==> src/rtl/alu_pkg.sv <==
// Shared constants, opcode codes and FSM state type for the ALU sequencer.
// ALU_SEQ_MUL_EN adds the shift-add multiply opcode to the legal command set.
package alu_pkg;

  localparam int BITS = 8;

  typedef logic [2:0] op_t;

  localparam op_t OP_ADD = 3'b000;
  localparam op_t OP_SUB = 3'b001;
  localparam op_t OP_AND = 3'b010;
  localparam op_t OP_OR  = 3'b011;
  localparam op_t OP_SLT = 3'b101;
  localparam op_t OP_MUL = 3'b110;

  typedef enum logic [1:0] {
    ST_IDLE = 2'd0,
    ST_EXEC = 2'd1,
    ST_MUL  = 2'd2,
    ST_DONE = 2'd3
  } state_t;

  // Codes the single-pass ALU understands directly.
  function automatic logic is_alu_op(input op_t op);
    return (op == OP_ADD) || (op == OP_SUB) || (op == OP_AND) ||
           (op == OP_OR)  || (op == OP_SLT);
  endfunction

  function automatic logic is_legal_op(input op_t op);
    logic ok;
    ok = is_alu_op(op);
`ifdef ALU_SEQ_MUL_EN
    ok = ok || (op == OP_MUL);
`endif
    return ok;
  endfunction

endpackage

==> src/rtl/alu_sequencer_if.sv <==
// Command/response bus of the ALU sequencer.
// A transfer happens on a rising edge where valid and ready are both 1; once
// raised, rsp_valid and rsp_data/zero/err stay stable until rsp_ready is seen.
interface alu_sequencer_if;
  import alu_pkg::*;

  logic            cmd_valid;
  logic            cmd_ready;
  op_t             cmd_op;
  logic [BITS-1:0] cmd_a;
  logic [BITS-1:0] cmd_b;
  logic            rsp_valid;
  logic            rsp_ready;
  logic [BITS-1:0] rsp_data;
  logic            rsp_zero;
  logic            rsp_err;

  modport master (
    output cmd_valid, cmd_op, cmd_a, cmd_b, rsp_ready,
    input  cmd_ready, rsp_valid, rsp_data, rsp_zero, rsp_err
  );

  modport slave (
    input  cmd_valid, cmd_op, cmd_a, cmd_b, rsp_ready,
    output cmd_ready, rsp_valid, rsp_data, rsp_zero, rsp_err
  );
endinterface

==> src/rtl/alu_8b.sv <==
// Combinational 8-bit ALU: wrapping ADD/SUB, AND, OR and unsigned SLT.
module alu_8b
  import alu_pkg::*;
(
  input  op_t             op,
  input  logic [BITS-1:0] a,
  input  logic [BITS-1:0] b,
  output logic [BITS-1:0] y
);

  always_comb begin
    y = a + b;
    case (op)
      OP_ADD:  y = a + b;
      OP_SUB:  y = a - b;
      OP_AND:  y = a & b;
      OP_OR:   y = a | b;
      OP_SLT:  y = {{(BITS-1){1'b0}}, (a < b)};
      default: y = a + b;
    endcase
  end

endmodule

==> src/rtl/alu_sequencer.sv <==
// Command sequencer around one alu_8b; EXEC takes one edge, MUL (when
// ALU_SEQ_MUL_EN is defined) runs eight shift-add passes through the same ALU.
module alu_sequencer
  import alu_pkg::*;
(
  input  logic           clk,
  input  logic           rst,
  alu_sequencer_if.slave bus,
  output logic           busy,
  output state_t         state_dbg
);

  state_t          state, state_nxt;
  op_t             op_q;
  logic [BITS-1:0] a_q, b_q;
  logic            err_q;
  logic [BITS-1:0] rsp_data_q;
  logic            rsp_zero_q, rsp_err_q;

  op_t             alu_op;
  logic [BITS-1:0] alu_a, alu_b, alu_y;
  logic            accept;

`ifdef ALU_SEQ_MUL_EN
  logic [2:0]      cnt;
  logic [BITS-1:0] acc;
`endif

  assign accept = (state == ST_IDLE) && bus.cmd_valid;

  always_ff @(posedge clk or posedge rst) begin
    if (rst) state <= ST_IDLE;
    else     state <= state_nxt;
  end

  always_comb begin
    state_nxt = state;
    case (state)
      ST_IDLE: begin
        if (bus.cmd_valid) begin
`ifdef ALU_SEQ_MUL_EN
          state_nxt = (bus.cmd_op == OP_MUL) ? ST_MUL : ST_EXEC;
`else
          state_nxt = ST_EXEC;
`endif
        end
      end
      ST_EXEC: state_nxt = ST_DONE;
      ST_MUL: begin
`ifdef ALU_SEQ_MUL_EN
        if (cnt == 3'd7) state_nxt = ST_DONE;
`else
        state_nxt = ST_IDLE;
`endif
      end
      ST_DONE: if (bus.rsp_ready) state_nxt = ST_IDLE;
      default: state_nxt = ST_IDLE;
    endcase
  end

  always_comb begin
    bus.cmd_ready = (state == ST_IDLE);
    bus.rsp_valid = (state == ST_DONE);
    busy          = (state != ST_IDLE);
    state_dbg     = state;
  end

  // Multiply reuses the ALU add path: acc + (a << i) gated by b[i].
  always_comb begin
    alu_op = is_alu_op(op_q) ? op_q : OP_ADD;
    alu_a  = a_q;
    alu_b  = b_q;
`ifdef ALU_SEQ_MUL_EN
    if (state == ST_MUL) begin
      alu_op = OP_ADD;
      alu_a  = acc;
      alu_b  = b_q[cnt] ? (a_q << cnt) : '0;
    end
`endif
  end

  alu_8b u_alu (
    .op (alu_op),
    .a  (alu_a),
    .b  (alu_b),
    .y  (alu_y)
  );

  always_ff @(posedge clk or posedge rst) begin
    if (rst) begin
      op_q       <= OP_ADD;
      a_q        <= '0;
      b_q        <= '0;
      err_q      <= 1'b0;
      rsp_data_q <= '0;
      rsp_zero_q <= 1'b0;
      rsp_err_q  <= 1'b0;
`ifdef ALU_SEQ_MUL_EN
      cnt        <= '0;
      acc        <= '0;
`endif
    end else begin
      if (accept) begin
        op_q  <= bus.cmd_op;
        a_q   <= bus.cmd_a;
        b_q   <= bus.cmd_b;
        err_q <= !is_legal_op(bus.cmd_op);
`ifdef ALU_SEQ_MUL_EN
        cnt   <= '0;
        acc   <= '0;
`endif
      end
      if (state == ST_EXEC) begin
        rsp_data_q <= err_q ? '0 : alu_y;
        rsp_zero_q <= !err_q && (alu_y == '0);
        rsp_err_q  <= err_q;
      end
`ifdef ALU_SEQ_MUL_EN
      if (state == ST_MUL) begin
        acc <= alu_y;
        cnt <= cnt + 3'd1;
        if (cnt == 3'd7) begin
          rsp_data_q <= alu_y;
          rsp_zero_q <= (alu_y == '0);
          rsp_err_q  <= 1'b0;
        end
      end
`endif
    end
  end

  assign bus.rsp_data = rsp_data_q;
  assign bus.rsp_zero = rsp_zero_q;
  assign bus.rsp_err  = rsp_err_q;

endmodule

==> src/flat_wrapper.sv <==
// flat-port wrapper written by rule: the top's interface ports become plain ports
module alu_sequencer_flat import alu_pkg::*;
  (clk, rst, busy, state_dbg, bus_cmd_valid, bus_cmd_op, bus_cmd_a, bus_cmd_b, bus_rsp_ready, bus_cmd_ready, bus_rsp_valid, bus_rsp_data, bus_rsp_zero, bus_rsp_err);
  alu_sequencer_if bus_i ();
  input  logic clk;
  input  logic rst;
  output logic busy;
  output state_t state_dbg;
  input wire logic [$bits(bus_i.cmd_valid)-1:0] bus_cmd_valid;
  input wire logic [$bits(bus_i.cmd_op)-1:0] bus_cmd_op;
  input wire logic [$bits(bus_i.cmd_a)-1:0] bus_cmd_a;
  input wire logic [$bits(bus_i.cmd_b)-1:0] bus_cmd_b;
  input wire logic [$bits(bus_i.rsp_ready)-1:0] bus_rsp_ready;
  output wire logic [$bits(bus_i.cmd_ready)-1:0] bus_cmd_ready;
  output wire logic [$bits(bus_i.rsp_valid)-1:0] bus_rsp_valid;
  output wire logic [$bits(bus_i.rsp_data)-1:0] bus_rsp_data;
  output wire logic [$bits(bus_i.rsp_zero)-1:0] bus_rsp_zero;
  output wire logic [$bits(bus_i.rsp_err)-1:0] bus_rsp_err;
  assign bus_i.cmd_valid = bus_cmd_valid;
  assign bus_i.cmd_op = bus_cmd_op;
  assign bus_i.cmd_a = bus_cmd_a;
  assign bus_i.cmd_b = bus_cmd_b;
  assign bus_i.rsp_ready = bus_rsp_ready;
  assign bus_cmd_ready = bus_i.cmd_ready;
  assign bus_rsp_valid = bus_i.rsp_valid;
  assign bus_rsp_data = bus_i.rsp_data;
  assign bus_rsp_zero = bus_i.rsp_zero;
  assign bus_rsp_err = bus_i.rsp_err;
  alu_sequencer u_core (.clk(clk), .rst(rst), .bus(bus_i), .busy(busy), .state_dbg(state_dbg));
endmodule
==> config.mk <==
export PLATFORM = sky130hd
export DESIGN_NAME = alu_sequencer_flat
export DESIGN_NICKNAME = d
export VERILOG_FILES = /design/src/rtl/alu_pkg.sv /design/src/rtl/alu_sequencer_if.sv /design/src/rtl/alu_8b.sv /design/src/rtl/alu_sequencer.sv /design/src/flat_wrapper.sv
export SDC_FILE = /design/constraint.sdc
export NUM_CORES = 1
export LEC_CHECK = 0
export ABC_CLOCK_PERIOD_IN_PS = 2660
export CAP_MARGIN = 20
export CELL_PAD_IN_SITES_DETAIL_PLACEMENT = 0
export CELL_PAD_IN_SITES_GLOBAL_PLACEMENT = 1
export CORE_MARGIN = 5
export CORE_UTILIZATION = 40
export DETAILED_ROUTE_END_ITERATION = 7
export PLACE_DENSITY_LB_ADDON = 0.1
export SYNTH_ARGS = -nofsm -noshare
export SYNTH_HDL_FRONTEND = slang
export SYNTH_SLANG_ARGS = --single-unit
==> constraint.sdc <==
create_clock -name clk -period 2.66 [get_ports clk]
set_input_delay 0.266 -clock clk [delete_from_list [all_inputs] [get_ports clk]]
set_output_delay 0.266 -clock clk [all_outputs]
set_load 0.02 [all_outputs]
=== After elaboration in Yosys (flattened, before gate mapping) ===
Index checks and enable logic that the tools add are counted.

* Add/subtract/negate cells: 2
* Multipliers: 0
* Div/mod/pow operators: 0
* Magnitude comparators: 1
* Equality and inequality tests: 17
* Shift operators: 0
* Muxes and demuxes: 6
* Bitwise logic cells: 2
* Reduce and logical (&&, ||, !) cells: 18

{| class="wikitable"
|+ Operator list
! cell !! number
|-
| $pmux 8 s4 || 1
|-
| $eq 3x2->1 const B || 6
|-
| $eq 3x1->1 const B || 3
|-
| $eq 3x3->1 const B || 3
|-
| $add 8x8->8 || 1
|-
| $and 8x8->8 || 1
|-
| $logic_not 8->1 || 1
|-
| $logic_or 1x1->1 || 8
|-
| $lt 8x8->1 || 1
|-
| $mux 8 || 1
|-
| $or 8x8->8 || 1
|-
| $pmux 2 s4 || 1
|-
| $sub 8x8->8 || 1
|-
| $logic_not 3->1 || 2
|-
| $eq 2x2->1 const B || 2
|-
| $mux 2 || 2
|-
| $ne 2x2->1 const B || 2
|-
| $mux 3 || 1
|-
| $eq 2x1->1 const B || 1
|-
| $logic_and 1x1->1 || 2
|-
| $logic_not 1->1 || 2
|-
| $logic_not 2->1 || 1
|-
| $reduce_and 2->1 || 1
|-
| $reduce_bool 2->1 || 1
|}

* Register bits after elaboration: 32
* Bits in latches: 0
* Memory bits (writable): 0
* ROM bits: 0
* Input bits: 23
* Output and inout bits: 15
* Logic and storage cells: 54
* Memories: 0

=== Longest topological paths before layout ===
Gate-level depths: netlist of the first run.

* Depth in word-level cells: 10
* Mapped depth: 11
* Mapped depth without buffers: 11

=== By module ===
A second synthesis of the first run with hierarchy kept.

* Cells, all modules: 264
* Area, all modules: 2,436.1 um2

{| class="wikitable"
|+ Modules (own cells, without submodules)
! module !! instances !! cells an instance !! area each (um2) !! seq. area each (um2)
|-
| alu_sequencer || 1 || 102 || 1,295.0 || 800.8
|-
| alu_8b || 1 || 162 || 1,141.1 || 0.0
|}

=== Least setup slack after synthesis of the first run ===
Ideal clock, no wire load.

* Path type: reg2reg
* Start: register u_core.b_q[0] (netlist: u_core.alu_b[0])
* End: register u_core.rsp_zero_q (netlist: u_core.bus.rsp_zero)
* Library setup time: 68 ps
* Data arrival time: 2,273 ps
* Required time: 2,592 ps
* Path slack: 320 ps
* Cell stages (with the launch flop): 10
* Path buffers: 0
* Clock period less this slack: 2,340 ps
* Cell sequence: dfrtp_1 -> ha_1 -> fa_1 -> a21o_1 -> a21oi_1 -> mux2_2 -> nand3_1 -> o211ai_1 -> nor4_1 -> a32o_1

* Longest elaborated chain between the ends: 4
* Elaborated cells on any way between the ends: 8
* Classes of those cells: add/sub: 2; order compare: 1; mux: 1; bitwise: 2; reduce/logical: 2

{| class="wikitable"
|+ Ends and longest elaborated chain
! item !! RTL line !! RTL
|-
| start, declared || alu_sequencer.sv:15 || <nowiki>logic [BITS-1:0] a_q, b_q;</nowiki>
|-
| start signal, assigned || alu_sequencer.sv:106 || <nowiki>b_q <= bus.cmd_b;</nowiki>
|-
| $add 8x8->8, or another cell as far along || n/a ||
|-
| $pmux 8 s4 * || alu_8b.sv:13 || <nowiki>case (op)</nowiki>
|-
| $logic_not 8->1 * || alu_sequencer.sv:115 || <nowiki>rsp_zero_q <= !err_q && (alu_y == '0);</nowiki>
|-
| $logic_and 1x1->1 * || alu_sequencer.sv:115 ||
|-
| end signal, assigned || alu_sequencer.sv:115 ||
|-
| end, declared || alu_sequencer.sv:18 || <nowiki>logic rsp_zero_q, rsp_err_q;</nowiki>
|}

Mark *: on every way between the ends. The rest lies on a longest branch, timed or not.
A chain may end at the register's enable or synchronous reset.

=== Worst setup path in the final report of the first run ===
Same ends and word-level chain as after synthesis.

==> results.md, run 1 <==
* Status: finished, final reports clean
* H-tree lvl count at 2
* Number of synthesized flops with an enable pin at 0
* Remaining Overflow, GRT at 0
* Largest net degree at the start of global routing at 33
* First-pass GRT wire length at 9080 um
* Clock Latency Late Sink at a little under 300 ps
* Max-Cap Viols at 0
* Syn Inst Count at 264
* Tightest Pin Transition at 451 ps
* Max Root-Sink Buffers at 2
* Ratio of total power to cell area at around 1500 mW/mm^2
* Async S/R FF share, synth at 100%
* TritonCTS clock tree: done
* Setup Viol. Count Final at 0
* Period utilization at 94.9%
* DR DRC count at 0
* CP Capture Type: register
* P&R area growth vs syn at 26.7%
* Post-layout util at 52.5%
* First-pass DRT Iterations at 4
* Clk sinks at 32
* I/O pins at 38
* Drt total wl at 5540 um
* Min Hold Slack at about 350 ps
* Post-CTS setup buffers at 0
* Slew HR at between 60% and 70%
* Internal reg-to-reg setup slack at 140 ps
* Rows at 27
* Leak at 1.31 nW
* Vias at 2023
* Reg area at 801 um^2
* Filler cell count in the final layout at 517
* Global-route usage over all layers at 15.6%
* CP peak stage delay at 400 ps
* RSZ-0062 raised after global routing: yes
* Fmax at around 0.40 GHz
* Critical path depth in cells at 9
* Mapped Avg Cell Area at 8.64 um^2
* Tmin final at 2520 ps
* Core Region at around 0.0055 mm^2
* Met2 WL at 2480 um
* RR Endpoint: u_core.bus.rsp_zero
* Worst min path class: in2async
* Synth Register Bits at 32
* Synth Flop Type: dfrtp_1
* Final Hold Fails at 0
* Layout cells sized above 1 at 9.12%
* Routed Antenna Nets at 0
* DR WL met3 at between 300 and 400 um
* Die ar. at 0.00731 mm^2
* Cell area after placement at 0.00275 mm^2
* Starting Density at 41.4%
* Slew Viols, Final at 0
* CP max stage cell: dfrtp_1
* Worst path top cell family by delay: adder cells
* Crit-path max FO at 3
* Drt wl/cell at 14.6 um
* End of the critical path: u_core.bus.rsp_zero
* Worst setup margin at 137 ps
* Number of global-route vias before repair at 1813
* Setup CP Type: reg2reg
* Final Wtd Congestion at 0.834
* Distinct cells, synth at 49
* Sequential fraction of the synthesis area at 35.1%
* Reg-to-Reg Start: u_core.alu_b[0]
* Critical path, cell by cell: ha_1, fa_2, a21o_1, a21oi_1, mux2_2, nand3_1, o211ai_1, nor4_1, a32o_1
* YS warnings at 0
* WP buf/inv at 0
* Post-Syn Area at ~0.0023 mm^2
* Area of the multi-input gates at 0.00133 mm^2
* Syn nets at 313
* Worst path required time at 2890 ps
* Crit. Startpoint: u_core.alu_b[0]
* CTS Buf Count at 5
* Root buffer cell: clkbuf_8
* Setup WS pre-CTS at 82.2 ps
* Antenna violations before repair at 0
* Die X at 85.5 um
* Skew final at 3.68 ps
* Initial DRC count at 140
* DP Wirelength at 4260 um
* Height of the die at 85.5 um
* Element type at the critical path start: register
* ANT cells at 0
* Post-route cell area at 0.00289 mm^2
* DR top layer: met4
* Detail-routed via count per cell at about 5.3
* Final cell count without fillers at 379
* Max rail drop VDD at 0.545 mV
* Clk slew on worst S/H paths at 70 ps
* Placed cells at 371
* PortBufs at 37
* Cell count of the worst reg-to-reg path at 9
* Post-Route M1 WL at around 2600 um
* Nets at between 300 and 400
* Critical Path AT at 2750 ps
==> cell type report <==
cell class                      instances  share of cell area [%]
Inverter                               29                    3.77
Sequential cell                        32                    27.7
Multi-Input combinational cell        193                    46.1
Clock inverter                          1                    1.04
Tap cell                               72                    3.12
Clock buffer                            7                    3.33
Timing Repair Buffer                   45                    14.9
==> timing repair <==
action | 4_1_cts | 5_1_grt
setup endpoints to repair | 0 | 2
gates resized for setup | 0 | 3
hold buffers | 0 | 0
==> worst reg2reg max path, stage by stage (launching register included) <==
cell and delay (ps):
dfrtp_1 400, ha_1 250, fa_2 390, a21o_1 190, a21oi_1 150, mux2_2 350, nand3_1 130, o211ai_1 100
nor4_1 310, a32o_1 200
==> cell usage in the layout (no fill, tap or decap), types with 4 or more instances in the layout <==
cell | Yosys | layout
o21ai_0 | 33 | 33
inv_1 | 29 | 29
nor2b_1 | 4 | 4
a21oi_1 | 14 | 14
nand3_1 | 7 | 7
nor2_1 | 16 | 16
dfrtp_1 | 32 | 32
nand2_1 | 33 | 33
clkbuf_8 | 0 | 7
a21o_1 | 4 | 4
ha_1 | 24 | 24
buf_4 | 0 | 8
clkdlybuf4s50_1 | 0 | 37
nor4_1 | 4 | 4
==> cell families after synthesis <==
group	share of synthesized area, %
compound gates	23.9
simple gates	17.2
buf+inv	6.91
flops	35.1
fa+ha+maj	14.9
mux	1.92
==> sequential cells by signal, summed over array words and instances (netlist names) <==
name                 count
u_core.a_q               8
u_core.alu_b             8
u_core.bus.rsp_data      8
u_core.bus.rsp_err       1
u_core.bus.rsp_zero      1
u_core.err_q             1
u_core.op_q              3
u_core.state_dbg         2
==> worst min-delay path by stage <==
stage / end / slack, ps / cells after the start
2_1_floorplan: u_core.a_q[0] / 380 / 1
3_3_place_gp: u_core.bus.rsp_err / 460 / 2
3_5_place_dp: u_core.bus.rsp_err / 470 / 2
4_1_cts: u_core.a_q[0] / 370 / 3
5_1_grt: u_core.op_q[0] / 400 / 3
6_report: u_core.op_q[0] / 350 / 3
==> power breakdown <==
part | switching, mW | internal, mW
combinational | 1.61 | 1.19
sequential | 0.200 | 0.713
clock | 0.189 | 0.331
total | 1.99 | 2.23
==> stage by stage <==
step,setup TNS (ps),power (mW)
2_1_floorplan,0,2.82
3_3_place_gp,0,3.66
3_5_place_dp,0,3.65
4_1_cts,0,4.20
5_1_grt,-36.3,4.59
6_report,0,4.23
==> synthesized netlist by cell type, types with 2 or more instances <==
| cell | count | area [um^2] |
|---|---|---|
| nand2_1 | 33 | 124 |
| o21ai_0 | 33 | 165 |
| dfrtp_1 | 32 | 801 |
| inv_1 | 29 | 109 |
| ha_1 | 24 | 300 |
| nor2_1 | 16 | 60.1 |
| a21oi_1 | 14 | 70.1 |
| nand3_1 | 7 | 35.0 |
| clkbuf_1 | 6 | 22.5 |
| a21o_1 | 4 | 30.0 |
| nor2b_1 | 4 | 25.0 |
| nor4_1 | 4 | 25.0 |
| a211oi_1 | 3 | 22.5 |
| buf_2 | 3 | 15.0 |
| mux2_2 | 3 | 33.8 |
| nand2b_1 | 3 | 18.8 |
| nor3_1 | 3 | 15.0 |
| o22ai_1 | 3 | 18.8 |
| a21boi_0 | 2 | 15.0 |
| a22o_1 | 2 | 17.5 |
| and2_1 | 2 | 12.5 |
| fa_1 | 2 | 40.0 |
| nand2b_4 | 2 | 27.5 |
| o211ai_1 | 2 | 15.0 |
| o21a_1 | 2 | 15.0 |
| o221ai_1 | 2 | 17.5 |
| o31ai_1 | 2 | 15.0 |
==> metal layers <==
metal / global-route usage (%) / up-vias
met5: 0 / -
li1: - / 1003
met2: 24.2 / 69
met3: 3.65 / 10
met1: 21.6 / 941
met4: 5.18 / 0
No activity file was read; power rests on OpenSTA's default activity.
==> run 2, diff against run 1 <==
- ABC_AREA: not set -> 1
- CORE_UTILIZATION: 40 -> 39
- SLEW_MARGIN: not set -> 20
==> run 2 against run 1 <==
  * Critical path depth grew 4
  * Via count grew 0.49%
  * Combinational power is essentially flat
  * Design area shrank 0.52%
  * Worst setup slack gained 440 ps
  * Global-route usage grew 0.34 points
  * Synthesized cell count grew 17%
  * Register-to-register slack gained 440 ps
  * Clock-buffer cell count is the same
  * Largest power group unchanged
  * Highest routed layer unchanged
==> results.md, run 2 <==
* Leading cell type in the layout, fill and taps excluded: nand2_1
* Die ar. at 0.00761 mm^2 (+4.1%)
* Tightest Pin Transition at 575 ps (+124 ps)
* Clk slew on worst S/H paths at 70 ps (about the same)
* Most area-consuming cells after synthesis: dfrtp_1 (34%), nand2_1 (13%), ha_1 (13%)
* Setup Viol. Count Final at 0 (unchanged)
* DR DRC count at 0 (unchanged)
* Most Crowded Layer GR: met2
* Leak at 1.41 nW (+7.5%)
* Setup TNS at 0 ps (unchanged)
* Height of the die at 87.3 um (+2.1%)
* Placed cells at 417 (+12%)
* Psw at 2.13 mW (+7.0%)
* Most repeated library cell on the critical path: nand2_1
* Area of the multi-input gates at 0.00132 mm^2 (-1.0%)
* Vias at 2033 (+0.49%)
* Slew HR at 61.4% (-8.0 points)
* Most frequent cells in the layout: nand2_1 (81), inv_1 (37), clkdlybuf4s50_1 (37)
* Period utilization at 78.2% (-17 points)
* Max rail drop VDD at 0.529 mV (-2.9%)
* Switch share at 51.7% (+4.6 points)
* Root buffer cell: clkbuf_8
* Final Wtd Congestion at 0.893 (+7.1%)
* Rows at 28 (+3.7%)
* Starting Density at 39.8% (-1.6 points)
* Layout cells sized above 1 at 10.6% (+1.5 points)
* Core Region at 0.00585 mm^2 (+6.2%)
* Most frequent cell after synthesis: nand2_1
* Top-area cell type share of the netlist area at 34.4% (-0.72 points)
* Commonest cells in the netlist: nand2_1 (81), inv_1 (37), dfrtp_1 (32), ha_1 (24), nor2_1 (24)
* Sequential group share of total power at 21.7% (about the same)
* Clk sinks at 32 (unchanged)
* First-pass DRT Iterations at 4 (unchanged)
* Sequential fraction of the synthesis area at 34.4% (-0.72 points)
* PortBufs at 37 (unchanged)
* Drt wl/cell at 13.4 um (-8.2%)
* Syn nets at 359 (+15%)
* Antenna violations before repair at 0 (unchanged)
* Initial DRC count at 102 (-27%)
* Ratio of total power to cell area at 1430 mW/mm^2 (-2.0%)
* YS warnings at 0 (unchanged)
* WP buf/inv at 1 (+1)
* M3 GR Usage at 3.12% (-0.53 points)
* Remaining Overflow, GRT at 0 (unchanged)
* CTS resizes at 0 (unchanged)
* Final cell count without fillers at 425 (+12%)
* Clock Latency Late Sink at 280 ps (about the same)
* Die X at 87.3 um (+2.1%)
* TritonCTS clock tree: done
* Global-route usage over all layers at 16.0% (+0.34 points)
* Element type at the critical path start: register
* Yosys top cell by area: dfrtp_1
* Critical path, cell by cell: inv_1, ha_1, nor2_1, nand3_1, nand3_2, nand2_1, nand2_1, nand2_1, nor2_1, nand2_1, nor2_1, nand3_1, nand2_1
* Detail-routed via count per cell at 4.78 (-10%)
* I/O pins at 38 (unchanged)
* Reg area at 801 um^2 (unchanged)
* Synth Register Bits at 32 (unchanged)
* Worst min path class: in2async
* CTS Hold Bufs at 0 (unchanged)
* Setup CP Type: reg2reg
* CTS Buf Count at 5 (unchanged)
* Distinct cells, synth at 33 (-33%)
* Skew final at 6.15 ps (+2.48 ps)
* Crit-path max FO at 9 (+6)
* Nets at 398 (+12%)
* CP max stage cell: ha_1
* Critical Path AT at 2300 ps (-450 ps)
* Number of synthesized flops with an enable pin at 0 (unchanged)
* Internal at 1.99 mW (-11%)
* DP Wirelength at 4500 um (+5.5%)
* First-pass GRT wire length at 9380 um (+3.3%)
* Max Root-Sink Buffers at 2 (unchanged)
* Worst path required time at 2880 ps (about the same)
* Status: finished, final reports clean
* Number of global-route vias before repair at 1948 (+7.4%)
* Filler cell count in the final layout at 598 (+16%)
* RSZ-0062 raised after global routing: no
* ANT cells at 0 (unchanged)
* Clock power share at 9.6% (-2.7 points)
* Largest net degree at the start of global routing at 39 (+18%)
* Syn Inst Count at 310 (+17%)
* Met2 usage at 23.9% (-0.25 points)
* Comb pwr share at 68.7% (+2.6 points)
* CP Capture Type: register
* Slew Viols, Final at 0 (unchanged)
* Synth Flop Type: dfrtp_1
* CP peak stage delay at 410 ps (about the same)
* Fmax at 0.481 GHz (+21%)
* Tmin final at 2080 ps (-442 ps)
* Final Hold Fails at 0 (unchanged)
* Post-CTS setup buffers at 0 (unchanged)
* Post-Syn Area at 0.00233 mm^2 (+2.1%)
* Met1 usage at 23.5% (+1.9 points)
* P&R area growth vs syn at 23.5%
* Worst path top cell family by delay: simple AND/OR/NAND/NOR gates
* Drt total wl at 5710 um (+3.0%)
* H-tree lvl count at 2 (unchanged)
* Max-Cap Viols at 0 (unchanged)
* Routed Antenna Nets at 0 (unchanged)
* Mapped Avg Cell Area at 7.51 um^2 (-13%)
* Async S/R FF share, synth at 100% (unchanged)
[run 2: layer usage]
layer	part of all wire [%]	up-vias
met5	0	-
met4	1.1	0
met3	3.8	6
met2	46	34
met1	50	926
li1	-	1067
[run 2: per-stage QoR]
stage,utilization (%),hold slack (ps),total power [mW],setup slack [ps],instance area (um^2)
2_1_floorplan,-,382,2.97,898,2330
3_3_place_gp,47.5,465,3.76,647,2780
3_5_place_dp,47.5,474,3.75,630,2780
4_1_cts,49.1,388,4.16,606,2870
5_1_grt,49.1,433,4.57,389,2870
6_report,49.1,376,4.12,579,2870
[run 2: cells by family after synthesis]
family | share of synthesized area [%]
DFF | 34.4
xor gates and xnor gates | 0.753
and+or+nand+nor | 29.0
buffers and inverters | 9.03
adders and majority gates | 14.6
AOI/OAI and AO/OA | 12.2
[run 2: area by class of cell]
type / instances / share of cell area [%]
multi-input cells: 226 / 45.9
clock buffers: 7 / 3.00
clock inverters: 1 / 0.261
repair buffers: 39 / 13.8
well taps: 75 / 3.27
flip-flops and latches: 32 / 27.9
inverters: 45 / 5.88
[run 2: power groups by stage]
stage                     logic (mW)  registers, mW  clock network [mW]
after floorplan                 2.00          0.967                   0
after global placement          2.86          0.900                   0
after detailed placement        2.84          0.908                   0
after CTS                       2.85          0.900               0.409
after global routing            3.20          0.932               0.434
final                           2.83          0.894               0.395
[run 2: path summary, 6_finish.rpt]
| check | from | endpoint | slack (ps) | cells after the start |
|---|---|---|---|---|
| min in group clk | u_core.bus.rsp_zero | u_core.bus.rsp_zero | 490 | 2 |
| setup / recovery | u_core.a_q[2] | u_core.bus.rsp_zero | 580 | 13 |
| hold / removal | rst | u_core.a_q[6] | 380 | 3 |
| max in group asynchronous | rst | u_core.alu_b[4] | 1970 | 3 |
| hold reg to reg | u_core.bus.rsp_zero | u_core.bus.rsp_zero | 490 | 2 |
| setup reg to reg | u_core.a_q[2] | u_core.bus.rsp_zero | 580 | 13 |
[run 2: worst min-delay path, stage by stage]
cell and delay (ps):
clkdlybuf4s50_1 400, inv_1 50, buf_4 360
